### src/rtl/queue_arbiter_pkg.sv
// queue_arbiter_pkg: shared router widths (router.svh contents) and pointer helper
// Macros: `CS coordinate bits, `PL packet bits, `REN ports, `REN_B port index bits.
// Skip-empty pointer advance in queue_arbiter is enabled by defining ARBITER_SKIP_EMPTY_EN.
`ifndef ROUTER_SVH
`define ROUTER_SVH
`define CS 3
`define PL (2*`CS+1)
`define REN 5
`define REN_B 3
`endif
package queue_arbiter_pkg;
  localparam int CS = `CS;
  localparam int PL = `PL;
  localparam int REN = `REN;
  localparam int REN_B = `REN_B;
  typedef logic [PL-1:0] pkt_t;
  typedef logic [REN_B-1:0] idx_t;
  // cyclic index p+k over REN ports, k in 0..REN-1
  function automatic idx_t ptr_add(idx_t p, int k);
    int s;
    s = int'(p) + k;
    return idx_t'(s >= REN ? s - REN : s);
  endfunction
endpackage

### src/rtl/queue_arbiter_queue.sv
// router_queue: per-port packet FIFO of QUEUE_DEPTH entries
// Ports: clk, rst_n (sync, active-low), push_i/data_i write side, pop_i read side,
//        head_o oldest entry, avail_o not-full, empty_o, empty_nxt_o (skip-empty builds only).
module router_queue
  import queue_arbiter_pkg::*;
#(
  parameter int QUEUE_DEPTH = 4
) (
  input  logic clk,
  input  logic rst_n,
  input  logic push_i,
  input  logic pop_i,
  input  pkt_t data_i,
  output pkt_t head_o,
  output logic avail_o,
  output logic empty_o
`ifdef ARBITER_SKIP_EMPTY_EN
  ,
  output logic empty_nxt_o
`endif
);
  localparam int AW = $clog2(QUEUE_DEPTH);
  localparam logic [AW:0] FULL = (AW+1)'(QUEUE_DEPTH);
  pkt_t mem_q [QUEUE_DEPTH];
  logic [AW-1:0] rd_q, rd_d, wr_q, wr_d;
  logic [AW:0] cnt_q, cnt_d;
  logic do_push, do_pop;
  // fullness is judged before any same-cycle pop, so a full queue refuses pushes
  assign avail_o = cnt_q < FULL;
  assign empty_o = cnt_q == '0;
  assign do_push = push_i && avail_o;
  assign do_pop = pop_i && !empty_o;
  assign rd_d = do_pop ? rd_q + AW'(1) : rd_q;
  assign wr_d = do_push ? wr_q + AW'(1) : wr_q;
  assign cnt_d = cnt_q + (AW+1)'(do_push) - (AW+1)'(do_pop);
  assign head_o = mem_q[rd_q];
`ifdef ARBITER_SKIP_EMPTY_EN
  assign empty_nxt_o = cnt_d == '0;
`endif
  always_ff @(posedge clk) begin
    if (!rst_n) begin
      rd_q <= '0;
      wr_q <= '0;
      cnt_q <= '0;
    end else begin
      rd_q <= rd_d;
      wr_q <= wr_d;
      cnt_q <= cnt_d;
    end
  end
  always_ff @(posedge clk) if (rst_n && do_push) mem_q[wr_q] <= data_i;
endmodule

### src/rtl/queue_arbiter.sv
// queue_arbiter: per-port input FIFOs with a round-robin head selector for the routing stage
// Ports: clk, rst_n (sync, active-low), inputs[] packets (bit 0 valid), availability_out[] not-full,
//        shift_signals[] pop requests, from_arbiter selected head (0 when empty), shift selected index.
// Define ARBITER_SKIP_EMPTY_EN to jump the pointer straight to the next occupied queue.
module queue_arbiter
  import queue_arbiter_pkg::*;
#(
  parameter int QUEUE_DEPTH = 4
) (
  input  logic             clk,
  input  logic             rst_n,
  input  logic [PL-1:0]    inputs [0:REN-1],
  output logic             availability_out [0:REN-1],
  input  logic             shift_signals [0:REN-1],
  output logic [PL-1:0]    from_arbiter,
  output logic [REN_B-1:0] shift
);
  pkt_t head [REN];
  logic [REN-1:0] empty, pop;
`ifdef ARBITER_SKIP_EMPTY_EN
  logic [REN-1:0] empty_nxt;
`endif
  idx_t ptr_q, ptr_d;
  logic adv;
  for (genvar i = 0; i < REN; i++) begin : g_q
    // only the presented queue may pop; other shift requests are ignored
    assign pop[i] = shift_signals[i] && ptr_q == idx_t'(i);
    router_queue #(.QUEUE_DEPTH(QUEUE_DEPTH)) u_q (
      .clk(clk),
      .rst_n(rst_n),
      .push_i(inputs[i][0]),
      .pop_i(pop[i]),
      .data_i(inputs[i]),
      .head_o(head[i]),
      .avail_o(availability_out[i]),
      .empty_o(empty[i])
`ifdef ARBITER_SKIP_EMPTY_EN
      ,
      .empty_nxt_o(empty_nxt[i])
`endif
    );
  end
  // move on after a pop or past an empty queue; a blocked head holds the pointer
  assign adv = empty[ptr_q] || shift_signals[ptr_q];
  assign from_arbiter = empty[ptr_q] ? '0 : head[ptr_q];
  assign shift = ptr_q;
  always_comb begin
    ptr_d = ptr_q;
`ifdef ARBITER_SKIP_EMPTY_EN
    if (adv)
      for (int k = REN - 1; k >= 1; k--)
        if (!empty_nxt[ptr_add(ptr_q, k)]) ptr_d = ptr_add(ptr_q, k);
`else
    if (adv) ptr_d = ptr_add(ptr_q, 1);
`endif
  end
  always_ff @(posedge clk) ptr_q <= !rst_n ? '0 : ptr_d;
endmodule

### config.mk
export PLATFORM = sky130hd
export DESIGN_NAME = queue_arbiter
export DESIGN_NICKNAME = d
export VERILOG_FILES = /design/src/rtl/queue_arbiter_pkg.sv /design/src/rtl/queue_arbiter_queue.sv /design/src/rtl/queue_arbiter.sv
export SDC_FILE = /design/constraint.sdc
export NUM_CORES = 1
export LEC_CHECK = 0
export ABC_AREA = 1
export BUFFER_PORTS_ARGS = -buffer_cell sky130_fd_sc_hd__buf_2
export CAP_MARGIN = 20
export CORE_MARGIN = 2
export CORE_UTILIZATION = 65
export CTS_CLUSTER_DIAMETER = 50
export CTS_CLUSTER_SIZE = 16
export DETAILED_ROUTE_END_ITERATION = 16
export GPL_TIMING_DRIVEN = 0
export PLACE_DENSITY = 0.91
export SYNTH_ARGS = -nofsm -noshare
export SYNTH_HDL_FRONTEND = slang
export SYNTH_SLANG_ARGS = --single-unit
### constraint.sdc
create_clock -name clk -period 6.57 [get_ports clk]
set_clock_uncertainty 0.1 [all_clocks]
set_input_delay 1.314 -clock clk [delete_from_list [all_inputs] [get_ports clk]]
set_output_delay 1.314 -clock clk [all_outputs]
set_load 0.01 [all_outputs]
==> results.tsv <==
metric	value	unit
status	finished, final reports clean	
grt.overflow.total	0	
synth_top_family_by_area	simple AND/OR/NAND/NOR gates	
grt_pass1_vias	5729	
slew-limit-headroom	49.43	%
viasPerCell	5.519	
dp_slack	3.432	ns
place_area	0.008781	mm2
cts_tree	yes	
clockRootBuffer	clkbuf_16	
cts_htree_levels	4	
cts_setup_buffers	0	
arrival	2.19	ns
fp-row-count	41	
cts_buffers	17	
die_area	0.01367	mm2
synth_xor_area_share	0.7395	%
critPathCaptureType	output port	
first_pass_iters	7	
drc_errors	0	
whs	0.3711	ns
antenna_left	0	
ir_drop	0.1712	mV
crit_fanout	10	
final_cells	1063	
seq_area	0.005165	mm2
syn_avg_cell_area	10.31	um2
ys.flop_type	edfxtp_1	
async_reset_ff_share	0	%
synth_adder_area_share	6.490	%
clock_power_share	29.9	%
cts.path.max_buffers	2	
setup_violations	0	
layout.nets	960	
p_leak	3.800	nW
die_w	116.9	um
cts_hold_buf	0	
dr.first_iter.drc_count	665	
setup-tns-final	0	ns
hpwl	11790	um
min_period	3.608	ns
finalMaxSlewViolations	0	
clkSinkCount	188	
ys_ff_latch	188	
yosysSeqAreaShare	62.30	%
place.gp.congestion	0.9242	
synth_warnings	0	
synth_compound_area_share	6.897	%
combinationalPowerShare	26.4	%
multi_input_area	0.002524	mm2
io_pins	57	
initial_utilization	66.23	%
place_inst	1031	
power.internal	2.281	mW
hold_viol	0	
drive_gt1_share	13.58	%
p_switching	1.064	mW
fill_cells	755	
die_y	116.9	um
total_power	3.345	mW
muxShareOfSynthArea	0	%
wl_per_cell	16.59	um
grt_max_degree	17	
syn_inst	804	
port_buffers	55	
min_path_type	reg2reg	
powerDensity	357.3	mW/mm2
wl	17640	um
clkTransAtPathRegs	0.06	ns
coreArea	0.01252	mm2
fin_crit_sh	54.91	%
synth_nets	886	
fin_area	0.009361	mm2
cp.required	5.16	ns
seq_power_share	43.7	%
cap_violations	0	
synth_simple_gate_area_share	16.31	%
synth_edf_count	140	
vias	5867	
tightest_slew	0.7558	ns
clkLatencyLatePin	0.44	ns
grt_usage	27.52	%
syn_area	0.008290	mm2
grt_pass1_wl	27520	um
fin_ws	2.962	ns
n_antenna_cell	0	
post_cts_resized	0	
cp-start-kind	flop	
max_freq	0.2772	GHz
yosysUniqueCellTypes	28	
final_util	74.79	%
antenna_found_initial	1	
crit_type	reg2out	
syn2layout_area_growth	12.92	%
grt_setup_unrepaired	false	
sw_frac_of_total	31.82	%
## cells by family (layout without fill, tap and decap cells)
family                   Yosys count  in the layout
flip-flops                       188            188
buffers and inverters            137            224
adder cells (fa/ha/maj)           40             40
AO/OA/AOI/OAI                    106            106
XOR/XNOR                           7              7
AND/OR/NAND/NOR                  326            326
## sequential cells by signal, indices dropped and copies added (netlist names), named ones only
signal,count
g_q.u_q.mem_q,140
g_q.u_q.cnt_q,15
g_q.u_q.rd_q,10
g_q.u_q.wr_q,10
shift,3
## final cells by class
type	count	area share (%)
buffer	32	2.219
inverter	105	4.210
clock buffer	22	4.959
clock inverter	10	1.243
multi-input combinational	479	26.96
tap	172	2.299
sequential	188	55.17
timing repair buffer	55	2.940
## cell usage in the layout, fill, tap and decap left out, types with 2 or more instances in the layout
master	instances
o32ai_1	7
inv_2	3
a21oi_2	2
nand2_1	144
clkbuf_1	6
ha_1	35
clkinv_2	2
xnor2_1	2
nor2_1	96
clkinvlp_4	2
buf_6	5
clkinv_4	3
a21oi_1	36
o21ai_0	56
buf_4	9
nand4_1	2
clkbuf_8	2
nand3_1	79
bufinv_16	2
inv_1	102
fa_1	5
dfxtp_1	48
xor2_1	5
buf_2	68
clkbuf_16	17
o21ai_1	4
buf_1	2
edfxtp_1	140
## metal layers
metal | GRT usage (%) | share of wire, % | vias to the layer above
met5 | 0 | 0.074 | -
met4 | 14.75 | 3.3 | 2
met3 | 6.231 | 7.5 | 46
met2 | 46.32 | 50 | 277
met1 | 33.30 | 39 | 2720
li1 | - | - | 2822
## power by group through the flow
stage	logic (mW)	registers, mW	clock network [mW]
5_1_grt	0.988	1.47	1.05
6_report	0.884	1.46	1.00
4_1_cts	0.871	1.46	1.00
3_3_place_gp	0.814	1.48	0
2_1_floorplan	0.588	1.47	0
3_5_place_dp	0.849	1.48	0
## final timing paths
kind | to | from | slack (ns) | cells after the start
max reg2reg | g_q[0].u_q.cnt_q[1] | shift[0] | 3.53 | 12
min reg2reg | g_q[1].u_q.rd_q[1] | g_q[1].u_q.rd_q[1] | 0.37 | 2
max | from_arbiter[5] | shift[0] | 2.96 | 8
min | g_q[1].u_q.rd_q[1] | g_q[1].u_q.rd_q[1] | 0.37 | 2
## critical path, stage by stage, from the launching register on
cell and delay, ns:
dfxtp_1 0.42, buf_6 0.17, buf_4 0.19, buf_2 0.27, nand3_1 0.15, nand3_1 0.10, nand3_1 0.12, a21oi_1 0.19
buf_2 0.16
## synthesized netlist by cell type, types with 2 or more instances
cell type  instances  area share [%]
a21oi_1           36             2.2
a21oi_2            2            0.21
buf_1              2           0.091
buf_2             13            0.78
buf_4              9            0.81
buf_6              5            0.68
clkbuf_1           3            0.14
dfxtp_1           48              12
edfxtp_1         140              51
fa_1               5             1.2
ha_1              35             5.3
inv_1            102             4.6
inv_2              3            0.14
nand2_1          144             6.5
nand3_1           79             4.8
nand4_1            2            0.15
nor2_1            96             4.3
o21ai_0           56             3.4
o21ai_1            4            0.24
o32ai_1            7            0.74
xnor2_1            2            0.21
xor2_1             5            0.53
(Power assumes the default switching activity.)
